`src/rtl/uart_pkg.sv`:
```
// -----------------------------------------------------------------------------
// uart_pkg
// Shared types and helpers for the streaming UART transmitter.
//   uart_tx_state_t  : transmitter FSM state encoding
//   clks_per_bit()   : bit-time length in system clocks (integer truncation)
//   MIN_CLKS_PER_BIT : smallest bit-time the transmitter can time correctly
// Build option: UART_TX_STREAM_PARITY_EN adds the PARITY state.
// -----------------------------------------------------------------------------
package uart_pkg;

   // The end-of-frame pulse is raised one clk before the divider wraps,
   // so a bit-time needs at least two clks.
   localparam int MIN_CLKS_PER_BIT = 2;

   typedef enum logic [2:0] {
      IDLE   = 3'd0,
      START  = 3'd1,
      DATA   = 3'd2,
`ifdef UART_TX_STREAM_PARITY_EN
      PARITY = 3'd3,
`endif
      STOP   = 3'd4,
      GAP    = 3'd5
   } uart_tx_state_t;

   function automatic int clks_per_bit(input int clockRate, input int baudRate);
      return clockRate / baudRate;
   endfunction

endpackage

```
`src/rtl/uart_sync_fifo.sv`:
```
// -----------------------------------------------------------------------------
// uart_sync_fifo
// Single-clock FIFO with show-ahead read: rdata always presents the head entry
// while the FIFO is non-empty, so a pop consumes the word already visible.
// Ports:
//   clk, rst_n     : clock, asynchronous active-low reset
//   push, wdata    : write request (ignored while full)
//   pop, rdata     : read request (ignored while empty), head word
//   full, empty    : occupancy flags derived from the registered count
//   count          : number of stored words, 0..DEPTH
// -----------------------------------------------------------------------------
module uart_sync_fifo #(
   parameter int WIDTH = 8,
   parameter int DEPTH = 16
) (
   input  logic                     clk,
   input  logic                     rst_n,
   input  logic                     push,
   input  logic                     pop,
   input  logic [WIDTH-1:0]         wdata,
   output logic [WIDTH-1:0]         rdata,
   output logic                     full,
   output logic                     empty,
   output logic [$clog2(DEPTH):0]   count
);

   localparam int PTR_W = $clog2(DEPTH);
   localparam logic [PTR_W:0] FULL_COUNT = (PTR_W+1)'(DEPTH);

   if (DEPTH < 2 || (DEPTH & (DEPTH - 1)) != 0) begin : g_bad_depth
      $error("uart_sync_fifo: DEPTH must be a power of two >= 2");
   end

   logic [WIDTH-1:0] mem [DEPTH];
   logic [PTR_W-1:0] wrPtrReg;
   logic [PTR_W-1:0] rdPtrReg;
   logic [PTR_W:0]   countReg;
   logic             doPush;
   logic             doPop;

   // Full is judged on the registered count, so a pop on a full FIFO does not
   // free a slot for a push on the same edge.
   assign doPush = push && !full;
   assign doPop  = pop && !empty;

   // Storage has no reset; a slot is only read after it has been written.
   always_ff @(posedge clk) begin
      if (doPush) begin
         mem[wrPtrReg] <= wdata;
      end
   end

   always_ff @(posedge clk or negedge rst_n) begin
      if (!rst_n) begin
         wrPtrReg <= '0;
         rdPtrReg <= '0;
         countReg <= '0;
      end else begin
         if (doPush) begin
            wrPtrReg <= wrPtrReg + PTR_W'(1);
         end
         if (doPop) begin
            rdPtrReg <= rdPtrReg + PTR_W'(1);
         end
         case ({doPush, doPop})
            2'b10:   countReg <= countReg + (PTR_W+1)'(1);
            2'b01:   countReg <= countReg - (PTR_W+1)'(1);
            default: countReg <= countReg;
         endcase
      end
   end

   assign rdata = mem[rdPtrReg];
   assign full  = (countReg == FULL_COUNT);
   assign empty = (countReg == '0);
   assign count = countReg;

endmodule

```
`src/rtl/uart_tx_stream.sv`:
```
// -----------------------------------------------------------------------------
// uart_tx_stream
// FIFO-buffered UART transmitter. Words arrive on a valid/ready stream, are
// queued, and are serialised LSB first as start + data (+ parity) + stop
// (+ idle gap). Frames queued behind each other go out with no idle clk.
// Ports:
//   clk, rst_n   : clock, asynchronous active-low reset
//   in_data      : DATA_BITS word to transmit
//   in_valid     : in_data is valid; accepted on an edge with in_ready high
//   in_ready     : FIFO has room
//   tx           : serial line, idle high
//   busy         : high from the start bit through the end of the gap
//   frame_done   : one-clk pulse on the last clk of the frame
//   fifo_count   : queued words, not counting the frame in flight
// Build option: define UART_TX_STREAM_PARITY_EN to add a parity bit after the
// data bits (parameter PARITY_ODD: 0 = even, 1 = odd).
// -----------------------------------------------------------------------------
module uart_tx_stream
   import uart_pkg::*;
#(
   parameter int CLOCK_RATE = 100000000,
   parameter int BAUD_RATE  = 115200,
   parameter int DATA_BITS  = 8,
   parameter int STOP_BITS  = 1,
   parameter int FIFO_DEPTH = 16,
   parameter int GAP_BITS   = 0
`ifdef UART_TX_STREAM_PARITY_EN
   ,
   parameter int PARITY_ODD = 0
`endif
) (
   input  logic                           clk,
   input  logic                           rst_n,
   input  logic [DATA_BITS-1:0]           in_data,
   input  logic                           in_valid,
   output logic                           in_ready,
   output logic                           tx,
   output logic                           busy,
   output logic                           frame_done,
   output logic [$clog2(FIFO_DEPTH):0]    fifo_count
);

   localparam int CLKS_PER_BIT = clks_per_bit(CLOCK_RATE, BAUD_RATE);
   localparam int DIV_W        = $clog2(CLKS_PER_BIT);

   localparam logic [DIV_W-1:0] DIV_LAST    = DIV_W'(CLKS_PER_BIT - 1);
   localparam logic [DIV_W-1:0] DIV_PRELAST = DIV_W'(CLKS_PER_BIT - 2);
   localparam logic [15:0]      DATA_LAST   = 16'(DATA_BITS - 1);
   localparam logic [15:0]      STOP_LAST   = 16'(STOP_BITS - 1);
   localparam logic [15:0]      GAP_LAST    = 16'(GAP_BITS - 1);

   if (CLKS_PER_BIT < MIN_CLKS_PER_BIT) begin : g_bad_baud
      $error("uart_tx_stream: CLOCK_RATE/BAUD_RATE must be >= 2");
   end
   if (DATA_BITS < 5 || DATA_BITS > 9) begin : g_bad_data
      $error("uart_tx_stream: DATA_BITS must be 5..9");
   end
   if (STOP_BITS < 1 || STOP_BITS > 2) begin : g_bad_stop
      $error("uart_tx_stream: STOP_BITS must be 1 or 2");
   end

   uart_tx_state_t         stateReg, stateNext;
   logic [DIV_W-1:0]       divReg, divNext;
   logic [15:0]            bitReg, bitNext;
   logic [DATA_BITS-1:0]   shiftReg, shiftNext;
   logic                   txReg, txNext;
   logic                   busyReg, busyNext;
   logic                   doneReg, doneNext;
`ifdef UART_TX_STREAM_PARITY_EN
   logic                   parityReg, parityNext;
`endif

   logic                   fifoPop;
   logic                   fifoFull;
   logic                   fifoEmpty;
   logic [DATA_BITS-1:0]   fifoRdata;
   logic                   bitEnd;
   logic                   endFrame;
   logic                   frameLastBit;

   uart_sync_fifo #(
      .WIDTH (DATA_BITS),
      .DEPTH (FIFO_DEPTH)
   ) uFifo (
      .clk   (clk),
      .rst_n (rst_n),
      .push  (in_valid),
      .pop   (fifoPop),
      .wdata (in_data),
      .rdata (fifoRdata),
      .full  (fifoFull),
      .empty (fifoEmpty),
      .count (fifo_count)
   );

   assign bitEnd = (divReg == DIV_LAST);

   // Final bit-time of the frame: last gap bit, or last stop bit when there
   // is no gap (GAP_LAST never matches in that case).
   assign frameLastBit = (stateReg == GAP && bitReg == GAP_LAST) ||
                         (GAP_BITS == 0 && stateReg == STOP && bitReg == STOP_LAST);

   always_ff @(posedge clk or negedge rst_n) begin
      if (!rst_n) begin
         stateReg  <= IDLE;
         divReg    <= '0;
         bitReg    <= '0;
         shiftReg  <= '0;
         txReg     <= 1'b1;
         busyReg   <= 1'b0;
         doneReg   <= 1'b0;
`ifdef UART_TX_STREAM_PARITY_EN
         parityReg <= 1'b0;
`endif
      end else begin
         stateReg  <= stateNext;
         divReg    <= divNext;
         bitReg    <= bitNext;
         shiftReg  <= shiftNext;
         txReg     <= txNext;
         busyReg   <= busyNext;
         doneReg   <= doneNext;
`ifdef UART_TX_STREAM_PARITY_EN
         parityReg <= parityNext;
`endif
      end
   end

   always_comb begin
      stateNext  = stateReg;
      divNext    = (stateReg == IDLE || bitEnd) ? '0 : divReg + DIV_W'(1);
      bitNext    = bitReg;
      shiftNext  = shiftReg;
      txNext     = txReg;
      busyNext   = busyReg;
      // Raised one clk early so the registered pulse lands on the frame's
      // last clk.
      doneNext   = frameLastBit && (divReg == DIV_PRELAST);
      fifoPop    = 1'b0;
      endFrame   = 1'b0;
`ifdef UART_TX_STREAM_PARITY_EN
      parityNext = parityReg;
`endif

      case (stateReg)
         IDLE: begin
         end
         START: begin
            if (bitEnd) begin
               stateNext = DATA;
               txNext    = shiftReg[0];
               bitNext   = '0;
            end
         end
         DATA: begin
            if (bitEnd) begin
               if (bitReg == DATA_LAST) begin
                  bitNext   = '0;
`ifdef UART_TX_STREAM_PARITY_EN
                  stateNext = PARITY;
                  txNext    = parityReg;
`else
                  stateNext = STOP;
                  txNext    = 1'b1;
`endif
               end else begin
                  bitNext   = bitReg + 16'd1;
                  shiftNext = shiftReg >> 1;
                  txNext    = shiftReg[1];
               end
            end
         end
`ifdef UART_TX_STREAM_PARITY_EN
         PARITY: begin
            if (bitEnd) begin
               stateNext = STOP;
               txNext    = 1'b1;
               bitNext   = '0;
            end
         end
`endif
         STOP: begin
            if (bitEnd) begin
               if (bitReg == STOP_LAST) begin
                  if (GAP_BITS > 0) begin
                     stateNext = GAP;
                     bitNext   = '0;
                  end else begin
                     endFrame = 1'b1;
                  end
               end else begin
                  bitNext = bitReg + 16'd1;
               end
            end
         end
         GAP: begin
            if (bitEnd) begin
               if (bitReg == GAP_LAST) begin
                  endFrame = 1'b1;
               end else begin
                  bitNext = bitReg + 16'd1;
               end
            end
         end
         default: begin
            stateNext = IDLE;
         end
      endcase

      if (endFrame && fifoEmpty) begin
         stateNext = IDLE;
         busyNext  = 1'b0;
         txNext    = 1'b1;
      end

      // Load the next word either from idle or straight off the end of the
      // previous frame, which keeps queued frames contiguous.
      if ((stateReg == IDLE || endFrame) && !fifoEmpty) begin
         fifoPop    = 1'b1;
         shiftNext  = fifoRdata;
`ifdef UART_TX_STREAM_PARITY_EN
         parityNext = (^fifoRdata) ^ 1'(PARITY_ODD);
`endif
         txNext     = 1'b0;
         busyNext   = 1'b1;
         stateNext  = START;
         bitNext    = '0;
         divNext    = '0;
      end
   end

   assign in_ready   = !fifoFull;
   assign tx         = txReg;
   assign busy       = busyReg;
   assign frame_done = doneReg;

endmodule

```
`config.mk`:
```
export PLATFORM = sky130hd
export DESIGN_NAME = uart_tx_stream
export DESIGN_NICKNAME = d
export VERILOG_FILES = /design/src/rtl/uart_pkg.sv /design/src/rtl/uart_sync_fifo.sv /design/src/rtl/uart_tx_stream.sv
export SDC_FILE = /design/constraint.sdc
export NUM_CORES = 1
export LEC_CHECK = 0
export ABC_AREA = 1
export BUFFER_PORTS_ARGS = -buffer_cell sky130_fd_sc_hd__buf_4
export CAP_MARGIN = 25
export CORE_UTILIZATION = 45
export DETAILED_ROUTE_END_ITERATION = 8
export PLACE_DENSITY_LB_ADDON = 0.08
export REMOVE_ABC_BUFFERS = 1
export SYNTH_ARGS = -nofsm -noshare
export SYNTH_HDL_FRONTEND = slang
export SYNTH_SLANG_ARGS = --single-unit
```
`constraint.sdc`:
```
create_clock -name clk -period 2.95 [get_ports clk]
set_input_delay 0.4425 -clock clk [delete_from_list [all_inputs] [get_ports clk]]
set_output_delay 0.4425 -clock clk [all_outputs]
set_load 0.05 [all_outputs]
```
-- After elaboration in Yosys (flattened, before gate mapping)
Memory sizes are Yosys's and may differ from the RTL's.
Cells that the tools add are included.
- flip-flop bits (word level): 53
- memory bits (writable): 128
- bits of input ports: 11
- output and inout bits: 9
- logic and storage cells: 103
- memories kept: 1
- memory list (name ; depth ; bits a word ; read ports ; clocked after memory_dff ; write ports ; line ; RTL):
    uFifo.mem ; 16 ; 8 ; 1 ; 0 ; 1 ; uart_sync_fifo.sv:34 ; logic [WIDTH-1:0] mem [DEPTH];
- $add $sub $neg: 6
- equality and inequality tests: 22
- mux-type cells: 38
- reduce and logical (&&, ||, !) cells: 26
- operators with widths (cell ; count):
    $mux 16 ; 8
    $pmux 16 s4 ; 1
    $mux 8 ; 4
    $eq 10x10->1 const B ; 2
    $mux 10 ; 2
    $add 16x1->16 const B ; 1
    $eq 16x16->1 const B ; 1
    $eq 16x3->1 const B ; 1
    $logic_not 16->1 ; 1
    $mux 3 ; 5
    $mux 1 ; 14
    $ne 3x2->1 const B ; 4
    $ne 4x4->1 const B ; 3
    $add 10x1->10 const B ; 1
    $pmux 5 s2 ; 1
    $pmux 3 s3 ; 1
    $add 4x1->4 const B ; 2
    $reduce_bool 2->1 ; 4
    $logic_and 1x1->1 ; 7
    $reduce_and 7->1 ; 1
    $eq 3x3->1 const B ; 2
    $ne 3x3->1 const B ; 2
    $reduce_and 3->1 ; 2
    $add 5x1->5 const B ; 1
    17 further kinds ; 21

-- Logic depth before layout (Yosys ltp)
- depth after elaboration: 10
- mapped depth: 23
- mapped depth without buffers: 22

-- Modules after synthesis
From an unflattened synthesis, not the netlist that was laid out.
- cell total of the unflattened synthesis: 948
- area total of the unflattened synthesis: 8617.0 um2
- modules (own cells, without submodules) (module ; instances ; cells an instance ; area an instance (um2) ; seq. area each (um2)):
    uart_sync_fifo ; 1 ; 621 ; 6233.5 ; 4169.0
    uart_tx_stream ; 1 ; 327 ; 2383.5 ; 1002.2

-- Worst setup path before layout
No wires, ideal clock.
- path kind: reg2reg
- start point: reg uFifo.countReg[1] (netlist: uFifo.count[1])
- end point: reg uFifo.countReg[4] (netlist: uFifo.count[4])
- library setup time: 0.127 ns
- arrival time: 2.691 ns
- required time: 2.823 ns
- setup slack: 0.132 ns
- stages on the path, launching flop included: 15
- buffers on the path: 0
- clock period less this slack: 2.818 ns
- path through: dfrtp_1 nor4_1 nand2_1 nand2_1 ha_1 xor2_1 ha_1 inv_1 nand2_1 nand2_1 nand2_1 a21oi_1 xor2_1 nand2_1 o21ai_0
- elaborated cells between the ends (all ways): 14
- those cells by class: 2 x add/sub; 3 x eq/ne; 2 x mux; 7 x reduce/logical
- RTL lines (what ; line ; RTL):
    from (decl) ; uart_sync_fifo.sv:37 ; logic [PTR_W:0] countReg;
    from (signal assigned) ; uart_sync_fifo.sv:66 ; 2'b10: countReg <= countReg + (PTR_W+1)'(1);
    from (signal assigned) ; uart_sync_fifo.sv:67 ; 2'b01: countReg <= countReg - (PTR_W+1)'(1);
    from (signal assigned) ; uart_sync_fifo.sv:68 ; default: countReg <= countReg;
    $eq 5x5->1 (*) ; uart_sync_fifo.sv:74 ; assign full = (countReg == FULL_COUNT);
    $logic_not 1->1 (*) ; - ;
    named net in_ready ; uart_tx_stream.sv:36 ; output logic in_ready,
    $logic_and 1x1->1 (*) ; uart_sync_fifo.sv:43 ; assign doPush = push && !full;
    $eq 2x1->1 / $eq 2x2->1 (equally long branches) ; uart_sync_fifo.sv:65 ; case ({doPush, doPop})
    $pmux 5 s2 / $reduce_bool 2->1 (equally long branches) ; - ;
Mark *: on every way through the listed nets, which the timed path passes. The rest lies on a longest branch.
A chain may end at the register's enable or synchronous reset.

-- Worst setup path in the final report
- start point: reg bitReg[1]
- end point: reg uFifo.countReg[4] (netlist: uFifo.count[4])
- cells in the longest elaborated chain, start to end: 10
- elaborated cells between the ends (all ways): 15
- those cells by class: 3 x eq/ne; 7 x mux; 5 x reduce/logical
- ends and longest elaborated chain (what ; line ; RTL):
    from (decl) ; uart_tx_stream.sv:64 ; logic [15:0] bitReg, bitNext;
    from (signal assigned) ; uart_tx_stream.sv:118 ; bitReg <= bitNext;
    $eq 16x16->1 / $logic_not 16->1 (equally long branches) ; uart_tx_stream.sv:198, uart_tx_stream.sv:184 ;
    $mux 1, on equally long branches ; uart_tx_stream.sv:198, uart_tx_stream.sv:184 ;
    $mux 1, on equally long branches ; uart_tx_stream.sv:197, uart_tx_stream.sv:183 ;
    $pmux 1 s2 (*) ; uart_tx_stream.sv:145 ; case (stateReg)
    $logic_or 1x1->1 (*) ; uart_tx_stream.sv:218 ; if ((stateReg == IDLE || endFrame) && !fifoEmpty) begin
    $logic_and 1x1->1 (*) ; uart_tx_stream.sv:218 ;
    $mux 1 (*) ; uart_tx_stream.sv:218 ;
    $logic_and 1x1->1 (*) ; uart_sync_fifo.sv:44 ; assign doPop = pop && !empty;
    $eq 2x1->1 / $eq 2x2->1 (equally long branches) ; uart_sync_fifo.sv:65 ;
    $pmux 5 s2 / $reduce_bool 2->1 (equally long branches) ; - ;
Mark *: on every way between the ends. The rest lies on a longest branch, timed or not.

==> metrics.md <==
| Metric | Value |
|---|---|
| Status | `finished clean` |
| Asr flop ratio synth | `0.293` |
| Vias in the first global route | `roughly 5.5k` |
| Most common cell in the netlist | `nand2_1` |
| Port bufs | `19` |
| Post-synthesis sequential area ratio | `0.637` |
| Area contributors post-synth | `edfxtp_1 47%, dfrtp_1 16%, nand2_1 8.3%` |
| Final Slew Violations | `0` |
| H-Tree Depth | `4` |
| Overflow left after global routing | `0` |
| Worst-Skew Late Latency | `0.43 ns` |
| DIE AREA | `18600 um^2` |
| Synth area leader | `edfxtp_1` |
| Pin count of the biggest net entering global routing | `56` |
| Clock-pin slew on the worst setup and hold paths | `0.07 ns` |
| Critical path startpoint category | `flop` |
| R2r endpoint | `uFifo.count[4]` |
| Layout cells sized above 1 | `0.124` |
| Pre-antenna DRT Iters | `5` |
| Post-DRT Antenna Nets | `0` |
| Via density | `between 5 and 6` |
| # diodes | `0` |
| Setup CP Type | `flop to flop` |
| Die width | `~140 um` |
| Worst relative slew slack | `0.478` |
| # IOs | `20` |
| Avg Cell Area, Syn | `approximately 10 um^2` |
| Die H | `136 um` |
| Routability congestion estimate from global placement | `around 0.83` |
| Clock Path Buffers | `2` |
| CP startpoint | `bitReg[1]` |
| Post-DP HPWL | `~12000 um` |
| Mapped Cells | `780` |
| Post-synth cell types | `40` |
| R2r setup slk | `around 0.17 ns` |
| Root Buffer | `clkbuf_16` |
| Fin. Hold Viols | `0` |
| Clock sink count | `181` |
| Final period utilization | `0.943` |
| Critical Path AT | `3.13 ns` |
| Seq cells post-synth | `181` |
| Power consumption | `6.05 mW` |
| Num rows | `48` |
| Primary FF master, synth | `edfxtp_1` |
| Minimum clock period | `about 2.8 ns` |
| Final setup vio count | `0` |
| Worst Skew | `approximately 0.014 ns` |
| Hold Crit Class | `primary input to async pin` |
| Total vias in the final route | `5618` |
| Fmax | `0.360 GHz` |
| CTS tree | `done` |
| First-pass GRT wire length | `just under 30000 um` |
| Fin cells | `between 1k and 1.5k` |
| Maximum VDD drop | `0.000434 V` |
| Worst path required time | `3.30 ns` |
| WL final | `18400 um` |
| Tightest Pin Transition | `0.780 ns` |
| Initial antenna violation count | `0` |
| Synth cell count leaders | `179 x nand2_1, 128 x edfxtp_1, 96 x nor2_1` |
| Initial DRC count | `397` |
| Post-synth EDFFs | `between 100 and 150` |
| Synth top area share | `0.473` |
| Routed WL per cell | `17.4 um` |
| All-Layer GR Usage | `0.213` |
| Starting Density | `0.464` |
| Postcts setup bufs | `0` |
| DR DRC count | `0` |
| Clock buffer count from CTS | `17` |
| Area Growth Syn to Fin | `13.6%` |
| Placed Cells incl. Taps | `1024` |
| Cell Area, Synth | `8120 um^2` |
| Final #Nets | `roughly 840` |
| CORE AREA | `around 17000 um^2` |
| Register-to-Register Path Depth | `22` |
| Leak | `3.65 nW` |
| Reg2reg start | `bitReg[1]` |
| Total number of yosys warnings | `0` |
| MaxCap Viol Count | `0` |
| Pwr Density | `~660 nW/um^2` |
| Setup crit end kind | `flop` |
| CP Max Fanout | `5` |
-- stage by stage --
step | hold slack, ns | setup WS [ns] | utilization | instance area [um^2] | setup TNS (ns)
after CTS | 0.0785 | 0.163 | 0.527 | 9210 | 0
after floorplan | 0.147 | 0.132 | - | 7990 | 0
after global routing | 0.0991 | -0.00709 | 0.528 | 9220 | -0.00709
after global placement | 0.465 | 0.331 | 0.494 | 8630 | 0
after detailed placement | 0.469 | 0.189 | 0.494 | 8630 | 0
final | 0.0366 | 0.169 | 0.528 | 9220 | 0
-- critical path: stages, from the launching register on --
cell     delay, ns
dfrtp_1       0.41
ha_1          0.22
nand2_2       0.08
inv_2         0.10
nand2_4       0.07
nor2_8        0.15
nand3_4       0.09
nand2_2       0.08
nand2_2       0.08
nand2_2       0.08
nand2_4       0.06
inv_4         0.06
ha_1          0.21
xor2_2        0.11
ha_1          0.19
inv_1         0.07
nand2_1       0.06
nand2_1       0.07
nand2_1       0.05
a21oi_1       0.17
xor2_1        0.17
nand2_1       0.06
o21ai_0       0.06
-- area by class of cell --
type                       instances  area (um^2)
inverter                          47          179
tap                              225          282
multi-input combinational        525         2660
timing repair buffer              46          358
sequential                       181         5170
fill                            1554         8250
clock buffer                      18          429
clock inverter                    14          148
-- report_power, final --
group	switching [mW]	total [mW]	internal, mW
logic	0.524	0.741	0.217
clock network	1.09	2.22	1.14
registers	0.122	3.09	2.97
total	1.73	6.05	4.32
-- registers in the layout, indices dropped and copies added, names as in the netlist --
signal / cells
bitReg: 16
busy: 1
divReg: 10
frame_done: 1
shiftReg: 8
stateReg: 3
tx: 1
uFifo.count: 5
uFifo.mem: 128
uFifo.rdPtrReg: 4
uFifo.wrPtrReg: 4
-- cells in the final DEF, fill, tap and decap left out, types with 11 or more instances in the layout --
cell type | synthesis | routed
nand2_1 | 179 | 179
edfxtp_1 | 128 | 128
nor2_1 | 96 | 96
nand3_1 | 78 | 78
dfrtp_1 | 52 | 50
o21ai_0 | 49 | 49
buf_4 | 0 | 45
inv_1 | 40 | 40
xor2_1 | 22 | 20
clkbuf_16 | 0 | 17
a21oi_1 | 16 | 16
ha_1 | 13 | 13
nand4_1 | 12 | 12
o221ai_1 | 11 | 11
-- per-layer routing --
metal,track usage,wire [um]
met2,0.356,8970
met4,0.0525,181
met5,0,0
met1,0.283,8400
met3,0.0440,838
-- logic make-up after synthesis --
| logic type | count (synthesis) | synth area share |
|---|---|---|
| flip-flops | 181 | 0.637 |
| AND/OR/NAND/NOR | 394 | 0.212 |
| XOR/XNOR | 26 | 0.0281 |
| AO/OA/AOI/OAI | 92 | 0.0650 |
| adder cells (fa/ha/maj) | 13 | 0.0200 |
| buffers and inverters | 74 | 0.0378 |
-- worst max path at each step --
| stage | to | slack, ns |
|---|---|---|
| final | uFifo.count[4] | 0.17 |
| after global routing | uFifo.count[4] | -0.007 |
| after CTS | uFifo.count[4] | 0.16 |
| after detailed placement | uFifo.count[4] | 0.19 |
| after global placement | uFifo.count[4] | 0.33 |
| after floorplan | uFifo.count[4] | 0.13 |
-- repair_timing --
action,4_1_cts,5_1_grt
hold endpoints to repair,0,0
endpoints found under the setup margin,0,2
hold buffers,0,0
resized for setup,0,3
(Power assumes the default switching activity.)
